$ cat config.mk
export PLATFORM = sky130hd
export DESIGN_NAME = dmem_responder
export DESIGN_NICKNAME = d
export VERILOG_FILES = /design/src/rtl/common.sv /design/src/rtl/dmem_lane_ram.sv /design/src/rtl/dmem_responder.sv
export SDC_FILE = /design/constraint.sdc
export NUM_CORES = 2
export LEC_CHECK = 0
export BUFFER_PORTS_ARGS = -buffer_cell sky130_fd_sc_hd__clkbuf_2
export CORE_UTILIZATION = 50
export CTS_CLUSTER_SIZE = 25
export DETAILED_ROUTE_END_ITERATION = 16
export GPL_ROUTABILITY_DRIVEN = 1
export PLACE_DENSITY = 0.69
export SYNTH_ARGS = -nofsm -noshare
export SYNTH_HDL_FRONTEND = slang
export SYNTH_SLANG_ARGS = --single-unit
export TNS_END_PERCENT = 1
$ cat constraint.sdc
create_clock -name clk -period 4.22 [get_ports clk]
set_clock_uncertainty 0.05 [all_clocks]
set_input_delay 0.422 -clock clk [delete_from_list [all_inputs] [get_ports clk]]
set_output_delay 0.422 -clock clk [all_outputs]
set_load 0.005 [all_outputs]
$ cat src/rtl/common.sv
// Shared definitions for the data-memory responder: operand width,
// RISC-V load/store size codes (funct3) and the responder FSM states.
// The access_error helper holds the misalignment / illegal-size rules in one place.
package common;

  localparam int OPERAND_WIDTH = 32;

  // funct3 size codes for loads and stores.
  typedef enum logic [2:0] {
    MEM_B  = 3'b000,
    MEM_H  = 3'b001,
    MEM_W  = 3'b010,
    MEM_BU = 3'b100,
    MEM_HU = 3'b101
  } mem_size_t;

  typedef enum logic [1:0] {
    ST_IDLE   = 2'd0,
    ST_ACCESS = 2'd1,
    ST_RESP   = 2'd2
  } dmem_state_t;

  // 1 when the access is misaligned for its size, uses an undefined funct3,
  // or is a store with an unsigned (load-only) size code.
  function automatic logic access_error(input logic       write,
                                        input logic [2:0] funct3,
                                        input logic [1:0] addr_lo);
    logic err;
    case (funct3)
      MEM_B:   err = 1'b0;
      MEM_H:   err = addr_lo[0];
      MEM_W:   err = |addr_lo;
      MEM_BU:  err = write;
      MEM_HU:  err = write | addr_lo[0];
      default: err = 1'b1;
    endcase
    return err;
  endfunction

endpackage

$ cat src/rtl/dmem_lane_ram.sv
// Word-organised storage with per-byte write enables and a registered read port.
// Latency: write lands on the clock edge with we=1; read data appears the cycle after re=1.
// Backpressure: none; rdata_q holds its value until the next re.
// Ports: clk; we/be/addr/wdata write port; re/addr read port; rdata_q read data.
module dmem_lane_ram #(
  parameter int DEPTH_WORDS = 64,
  parameter int AW          = $clog2(DEPTH_WORDS)
) (
  input  logic          clk,
  input  logic          we,
  input  logic [3:0]    be,
  input  logic          re,
  input  logic [AW-1:0] addr,
  input  logic [31:0]   wdata,
  output logic [31:0]   rdata_q
);

  logic [31:0] mem [DEPTH_WORDS];

  // No reset: contents survive a responder reset.
  always_ff @(posedge clk) begin
    if (we) begin
      for (int i = 0; i < 4; i++) begin
        if (be[i]) mem[addr][8*i +: 8] <= wdata[8*i +: 8];
      end
    end
    if (re) rdata_q <= mem[addr];
  end

endmodule

$ cat src/rtl/dmem_responder.sv
// Data-memory responder: one load/store at a time, byte/half/word with sign/zero extension.
// Latency: rsp_valid rises WAIT_CYCLES+1 cycles after request acceptance.
// Backpressure: req_ready only in IDLE; the response is held stable until rsp_ready.
// Ports: clk, rst (sync, active-high); req_valid/req_ready/req_write/req_funct3/req_addr/req_wdata
//        request channel; rsp_valid/rsp_ready/rsp_rdata/rsp_error response channel.
module dmem_responder
  import common::*;
#(
  parameter int DEPTH_WORDS = 64,
  parameter int WAIT_CYCLES = 1
) (
  input  logic                     clk,
  input  logic                     rst,
  input  logic                     req_valid,
  output logic                     req_ready,
  input  logic                     req_write,
  input  logic [2:0]               req_funct3,
  input  logic [OPERAND_WIDTH-1:0] req_addr,
  input  logic [OPERAND_WIDTH-1:0] req_wdata,
  output logic                     rsp_valid,
  input  logic                     rsp_ready,
  output logic [31:0]              rsp_rdata,
  output logic                     rsp_error
);

  localparam int         AW      = $clog2(DEPTH_WORDS);
  localparam logic [3:0] WAIT_LD = 4'(WAIT_CYCLES);

  dmem_state_t      state_q, state_d;
  logic [3:0]       cnt_q, cnt_d;
  logic             write_q, write_d;
  logic [2:0]       funct3_q, funct3_d;
  logic [AW+1:0]    addr_q, addr_d;
  logic [31:0]      wdata_q, wdata_d;
  logic             err_q, err_d;
  logic             req_ready_q, req_ready_d;
  logic             rsp_valid_q, rsp_valid_d;

  logic             ram_we;
  logic             ram_re;
  logic [3:0]       ram_be;
  logic [31:0]      ram_wdata;
  logic [31:0]      ram_rdata;
  logic [31:0]      load_ext;

  // Address bits above the storage range wrap around and are not used.
  logic unused_addr_hi;
  assign unused_addr_hi = ^req_addr[OPERAND_WIDTH-1:AW+2];

  always_comb begin
    state_d     = state_q;
    cnt_d       = cnt_q;
    write_d     = write_q;
    funct3_d    = funct3_q;
    addr_d      = addr_q;
    wdata_d     = wdata_q;
    err_d       = err_q;
    req_ready_d = req_ready_q;
    rsp_valid_d = rsp_valid_q;
    ram_we      = 1'b0;
    ram_re      = 1'b0;
    case (state_q)
      ST_IDLE: begin
        if (req_valid) begin
          write_d     = req_write;
          funct3_d    = req_funct3;
          addr_d      = req_addr[AW+1:0];
          wdata_d     = req_wdata;
          err_d       = access_error(req_write, req_funct3, req_addr[1:0]);
          cnt_d       = WAIT_LD;
          req_ready_d = 1'b0;
          state_d     = ST_ACCESS;
        end
      end
      ST_ACCESS: begin
        cnt_d = cnt_q - 4'd1;
        // Final ACCESS cycle: the store commits and the load samples storage
        // on the same edge, so the response sees any earlier committed store.
        if (cnt_q == 4'd1) begin
          ram_we      = write_q & ~err_q & ~rst;
          ram_re      = ~write_q & ~err_q;
          rsp_valid_d = 1'b1;
          state_d     = ST_RESP;
        end
      end
      ST_RESP: begin
        if (rsp_ready) begin
          rsp_valid_d = 1'b0;
          req_ready_d = 1'b1;
          state_d     = ST_IDLE;
        end
      end
      default: begin
        state_d     = ST_IDLE;
        req_ready_d = 1'b1;
        rsp_valid_d = 1'b0;
      end
    endcase
  end

  always_ff @(posedge clk) begin
    if (rst) begin
      state_q     <= ST_IDLE;
      cnt_q       <= 4'd0;
      write_q     <= 1'b0;
      funct3_q    <= 3'b000;
      addr_q      <= '0;
      wdata_q     <= '0;
      err_q       <= 1'b0;
      req_ready_q <= 1'b1;
      rsp_valid_q <= 1'b0;
    end else begin
      state_q     <= state_d;
      cnt_q       <= cnt_d;
      write_q     <= write_d;
      funct3_q    <= funct3_d;
      addr_q      <= addr_d;
      wdata_q     <= wdata_d;
      err_q       <= err_d;
      req_ready_q <= req_ready_d;
      rsp_valid_q <= rsp_valid_d;
    end
  end

  // Store lane steering: replicate the narrow datum across lanes and let the
  // byte enables pick the lanes that actually change.
  always_comb begin
    ram_wdata = wdata_q;
    ram_be    = 4'b0000;
    case (funct3_q)
      MEM_B: begin
        ram_wdata = {4{wdata_q[7:0]}};
        ram_be    = 4'b0001 << addr_q[1:0];
      end
      MEM_H: begin
        ram_wdata = {2{wdata_q[15:0]}};
        ram_be    = addr_q[1] ? 4'b1100 : 4'b0011;
      end
      MEM_W: begin
        ram_wdata = wdata_q;
        ram_be    = 4'b1111;
      end
      default: begin
        ram_wdata = wdata_q;
        ram_be    = 4'b0000;
      end
    endcase
  end

  // Load lane selection and extension from the registered read word.
  always_comb begin
    logic [7:0]  ld_byte;
    logic [15:0] ld_half;
    ld_byte  = ram_rdata[{addr_q[1:0], 3'b000} +: 8];
    ld_half  = addr_q[1] ? ram_rdata[31:16] : ram_rdata[15:0];
    load_ext = 32'h0;
    case (funct3_q)
      MEM_B:   load_ext = {{24{ld_byte[7]}}, ld_byte};
      MEM_H:   load_ext = {{16{ld_half[15]}}, ld_half};
      MEM_W:   load_ext = ram_rdata;
      MEM_BU:  load_ext = {24'h0, ld_byte};
      MEM_HU:  load_ext = {16'h0, ld_half};
      default: load_ext = 32'h0;
    endcase
  end

  dmem_lane_ram #(
    .DEPTH_WORDS (DEPTH_WORDS),
    .AW          (AW)
  ) u_ram (
    .clk     (clk),
    .we      (ram_we),
    .be      (ram_be),
    .re      (ram_re),
    .addr    (addr_q[AW+1:2]),
    .wdata   (ram_wdata),
    .rdata_q (ram_rdata)
  );

  // Response data is forced to zero outside RESP, for stores and for errors;
  // the read word only changes on ram_re, so it is stable through RESP.
  assign req_ready = req_ready_q;
  assign rsp_valid = rsp_valid_q;
  assign rsp_error = rsp_valid_q & err_q;
  assign rsp_rdata = (rsp_valid_q && !err_q && !write_q) ? load_ext : 32'h0;

endmodule

* Word level (Yosys, flattened, before mapping) *
Memory sizes are Yosys's and may differ from the RTL's. A register that Yosys moved wholly into a read port is not among the register bits.
Cells that the tools add are included.

word-level totals
  memory bits (read-only) = 0
  memories = 1
  register bits after elaboration = 53
  logic and storage cells = 86
  latch bits = 0
  input bits = 72
  RAM bits = 2048

cells by class
  div/mod/pow operators = 0
  reduce and logical (&&, ||, !) cells = 14
  magnitude comparators = 0
  muxes and demuxes = 35
  add/subtract/negate cells = 1
  bitwise gates (word level) = 10
  shift-type cells = 2
  $mul = 0
  eq/ne operators = 14

memories
  name       depth  bits a word  read ports  clocked after Yosys merged registers in  write ports  RTL line             text
  u_ram.mem  64     32           1           1                                        1            dmem_lane_ram.sv:18  logic [31:0] mem [DEPTH_WORDS];

operators with widths
  operator                                              count
  one-hot mux 32 bit (5 select lines)                   1
  one-hot mux 32 bit (2 select lines)                   1
  2-to-1 mux 32 bit                                     1
  variable part select 32 x 6 -> 8 bit                  1
  2-to-1 mux 1 bit                                      20
  2-to-1 mux 16 bit                                     1
  equality test 3 bit (second input constant)           4
  one-hot mux 4 bit (3 select lines)                    1
  AND reduction 3 bit                                   3
  2-to-1 mux 4 bit                                      2
  one-hot mux 4 bit (2 select lines)                    1
  equality test 3 x 1 -> 1 bit (second input constant)  2
  equality test 3 x 2 -> 1 bit (second input constant)  2
  logical NOT 3 bit                                     2
  2-to-1 mux 2 bit                                      3
  != test 2 bit (second input constant)                 3
  one-hot mux 1 bit (3 select lines)                    2
  one-hot mux 2 bit (3 select lines)                    1
  NOT 1 bit                                             5
  one-hot mux 1 bit (5 select lines)                    1
  AND 1 bit                                             4
  equality test 4 x 1 -> 1 bit (second input constant)  1
  AND reduction 2 bit                                   2
  << shifter 1 x 2 -> 4 bit (first input constant)      1
  other kinds (9)                                       11

* Logic depth before layout (Yosys ltp) *
  word-level depth = 7
  mapped depth = 10

* Modules after synthesis *
Synthesis repeated with hierarchy kept, for this count alone.

unflattened totals
  cells, all modules = 5055
  area, all modules = 82399.0 um2

by module, submodules not included
  module          instances  sequential area each (um2)  area each (um2)  cells an instance
  dmem_lane_ram   1          62459.9                     79368.6          4646
  dmem_responder  1          1061.0                      3030.4           409

* Worst setup path after synthesis *
No wires, ideal clock.

  path kind = register -> register
  start point = register wdata_q[4]
  end point = memory u_ram.mem[0][28], data pin
  path slack = 0.532 ns
  arrival = 3.089 ns
  setup time = 0.549 ns
  path buffers = 0
  data required time = 3.621 ns
  cell stages (with the launch flop) = 3
  cell sequence = dfxtp_1 > mux2i_1 > a21oi_1

on the way
  word-level cells in the longest chain between the ends = 1

RTL lines
  what                                 RTL line               text
  start: declaration                   dmem_responder.sv:34   logic [31:0] wdata_q, wdata_d;
  start signal: assignment             dmem_responder.sv:118  wdata_q <= wdata_d;
  one-hot mux 32 bit (2 select lines)  dmem_responder.sv:130  case (funct3_q)
  named net ram_wdata[28]              dmem_responder.sv:42   logic [31:0] ram_wdata;
  end: declaration                     dmem_lane_ram.sv:18

The timed path passes the listed nets, and every way through them passes these cells.

* Worst setup path in the final report *
  start point = register funct3_q[1]
  end point = output rsp_rdata[28]

on the way
  word-level cells in the longest chain between the ends = 3

RTL lines
  what                                         RTL line               text
  start: declaration                           dmem_responder.sv:32   logic [2:0] funct3_q, funct3_d;
  start signal: assignment                     dmem_responder.sv:116  funct3_q <= funct3_d;
  equality test 3 bit (tied with other cells)  dmem_responder.sv:157  case (funct3_q)
  one-hot mux 32 bit (5 select lines) (*)      dmem_responder.sv:157
  2-to-1 mux 32 bit (*)                        dmem_responder.sv:185  assign rsp_rdata = (rsp_valid_q && !err_q && !write_q) ? load_ext : 32'h0;
  end: declaration                             dmem_responder.sv:22   output logic [31:0] rsp_rdata,

Mark *: on every way between the ends. The rest lies on a longest branch, timed or not.

==> results.md <==
* Highest metal used: met5
* Die ar. at 166000 um2
* Max Fclk at 0.268 GHz
* Initial Util at 50.5%
* Min-Delay Path Class: in2reg
* Vias at 46900
* Top cell type's share of synthesized area at 75.8%
* Critical Path Start Type: flop
* Area grow syn2layout at 14.7%
* Hold Violations, Final at 0
* # rows at 148
* Max clock buf depth at 3
* Largest net degree at the start of global routing at 121
* Met1 WL at 83.1 mm
* End of the critical path: rsp_rdata[28]
* Mapped Cells at 4596
* Placed Cells at 6951
* Final slew viol count at 0
* Peak supply drop at 0.478 mV
* Fraction of layout cells with a size suffix above 1 at 21.4%
* RSZ-0062 raised after global routing: no
* Clk Latency, worst-skew pair at 0.84 ns
* Post-synth ARST share at 0%
* Final WL at 222 mm
* CP max stage delay at 0.83 ns
* Top-count cell post-synth: edfxtp_1
* Synth area leader: edfxtp_1
* Register area at 63500 um2
* Drt first-iter violations at 6983
* Top cells by area, synth: edfxtp_1 76%, mux4_2 6.9%, a221oi_1 2.6%
* Filler cells at 11900
* Syn nets at 4670
* Routed WL per cell at 30.2 um
* Worst-Margin Slew at 1.21 ns
* Root buf cell: clkbuf_16
* Post-layout min period at 3.73 ns
* Final period utilization at 88.5%
* Post-synth EDFFs at 2080
* Worst Path Arrival at 3.26 ns
* Leak Pwr at 0.0308 uW
* Antenna-violating nets left at 0
* DRC at 0
* Setup TNS at 0 ns
* CP max FO at 25
* CP Cell Sequence: nor2_4 -> nand2_1 -> a21oi_1 -> clkbuf_2
* Clock transition at path regs at 0.07 ns
* Vias in the first global route at 45200
* Ys flop type: edfxtp_1
* Routability cong. at 0.897
* # IOs at 107
* Setup CP Type: reg2out
* CTS Sinks at 2133
* Die W at 408 um
* PortBufs at 82
* Critical Path End Type: output port
* First-pass GRT wire length at 317 mm
* H-tree levels at 4
* Die height at 408 um
* Placed wire-length estimate at 137 mm
* Avg Inst Size Synth at 17.9 um2
* PD cells at 466 nW/um2
* Final-stage net count at 5097
* Non-filler cells, final at 7371
* Initial antenna violation count at 9
* PostCTS Resize Cnt at 0
* Drt pass-1 iters at 12
* Seq cells post-synth at 2133
* Max-cap violation count at 0
* Sequential area share after synthesis at 77.1%
* Number of synthesis warnings at 0
* Worst Setup SP: funct3_q[1]$_SDFFE_PP0P_
* Slowest cell on crit path: nor2_4
* GRT overflow at 0
* Overall routing resource usage at 26.5%
* WHS Path Cells at 3
* Met3 WL post-DR at 25.8 mm
* Area of the multi-input gates at 17600 um2
* Reg2reg end: u_ram.mem[57][14]$_DFFE_PP_
* Rel. slew slack at 19.4%
* Core box area at 163000 um2
* Mapped Area at 82400 um2
* TritonCTS clock tree: yes
* Run status: finished, final reports clean
* Vias per Instance at 6.36
* Distinct cells, synth at 57
* Setup slack, reg-to-reg at 0.58 ns
* Total CTS buffers at 199
* Met2 WL at 102 mm
* Cells on worst reg2reg path at 5
* Setup Viol. Count Final at 0
* Worst EP required at 3.75 ns
* Synth top cells by count: 2080 x edfxtp_1, 359 x nor2_1, 330 x nand2_1
* Worst r2r src: addr_q[2]$_SDFFE_PP0P_
-- kinds of logic after synthesis --
logic type                 after synthesis  synth area share [%]
and+or+nand+nor                        797                  4.02
DFF                                   2133                  77.1
buffers and inverters                  328                  1.73
adders and majority gates                2                0.0304
AOI/OAI and AO/OA                      843                  7.24
muxes                                  493                  9.85
-- where the power goes --
group | switching, uW | internal (uW) | total [uW]
combinational | 2030 | 911 | 2940
clock | 7650 | 9630 | 17300
sequential | 125 | 23700 | 23800
-- placed cells by master (no fill, tap or decap), types with 6 or more instances in the layout --
cell type      Yosys  final
o21ai_0           90     90
bufinv_16          0     13
clkbuf_1         197     57
clkinv_1           0     36
buf_12             0     20
mux2_2            31     31
nor2b_1            9      7
edfxtp_1        2080   2080
nand4_1           31     31
mux2i_1          211    211
a211oi_1          33     33
dfxtp_2            0      8
clkbuf_16          0    200
dlygate4sd3_1      0     46
nor2_1           359    356
inv_6              0      9
buf_4             11    400
diode_2            0      7
a2bb2oi_1          6      6
nor3b_1           11      7
clkinv_2           0     34
mux4_2           251    251
a21oi_4            0      8
o22a_1            26     26
nand2_1          330    329
or2_2              6      6
a221oi_1         244    244
o211ai_1          37     37
clkbuf_2           0     82
a22oi_1          144    144
o22ai_1           63     63
a21oi_1          173    165
dfxtp_1           53     42
-- state kept, by name, indices dropped and copies added (netlist names) --
name and flops:
cnt_q 4, req_ready 1, state_q 2, rsp_valid 1
u_ram.rdata_q 32, wdata_q 32, funct3_q 3, write_q 1
addr_q 8, err_q 1, u_ram.mem 2048
-- layout make-up --
class                   count  share of cell area, %
clock buffers             263                   5.59
multi-input cells        2135                   18.6
flip-flops and latches   2133                   67.3
diodes                      7                 0.0185
well taps                2175                   2.88
clock inverters           104                   1.02
repair buffers            548                   4.53
inverters                   6                 0.0318
-- stage by stage --
stage	hold slack (ns)	instance area, um2	power [uW]	util (%)	setup slack [ns]
5_1_grt	0.183	94400	45100	57.9	0.264
6_report	0.201	94400	44000	57.9	0.485
4_1_cts	0.141	94400	44100	57.9	0.465
2_1_floorplan	0.384	82400	25900	-	0.532
3_5_place_dp	0.403	87700	27100	53.8	0.781
3_3_place_gp	0.393	87700	27000	53.8	0.779
-- worst min path at each step --
stage,from,to,slack (ns)
6_report,rst,cnt_q[3]$_SDFFE_PP0P_,0.20
5_1_grt,rst,cnt_q[2]$_SDFFE_PP0P_,0.18
4_1_cts,rst,err_q$_SDFFE_PP0P_,0.14
3_5_place_dp,wdata_q[29]$_SDFFE_PP0P_,wdata_q[29]$_SDFFE_PP0P_,0.40
3_3_place_gp,wdata_q[19]$_SDFFE_PP0P_,wdata_q[19]$_SDFFE_PP0P_,0.39
2_1_floorplan,wdata_q[16]$_SDFFE_PP0P_,wdata_q[16]$_SDFFE_PP0P_,0.38
-- critical path, delay by kind of cell, from the launching register on --
kind | cells | cell delay, ns
flip-flops | 1 | 0.56
AND/OR/NAND/NOR | 2 | 1.37
AO/OA/AOI/OAI | 1 | 0.33
buffers and inverters | 1 | 0.17
-- repair_timing --
item / CTS / global route
hold endpoints to repair: 47 / 0
buffers inserted: 0 / 0
hold buffers: 46 / 0
-- per-layer routing --
| layer | global-route usage, % | up-vias |
|---|---|---|
| met3 | 6.12 | 493 |
| met4 | 12.4 | 20 |
| met2 | 40.4 | 2998 |
| li1 | - | 19500 |
| met1 | 36.3 | 23800 |
| met5 | 0.517 | - |
Power figures use the tool's default switching activity.
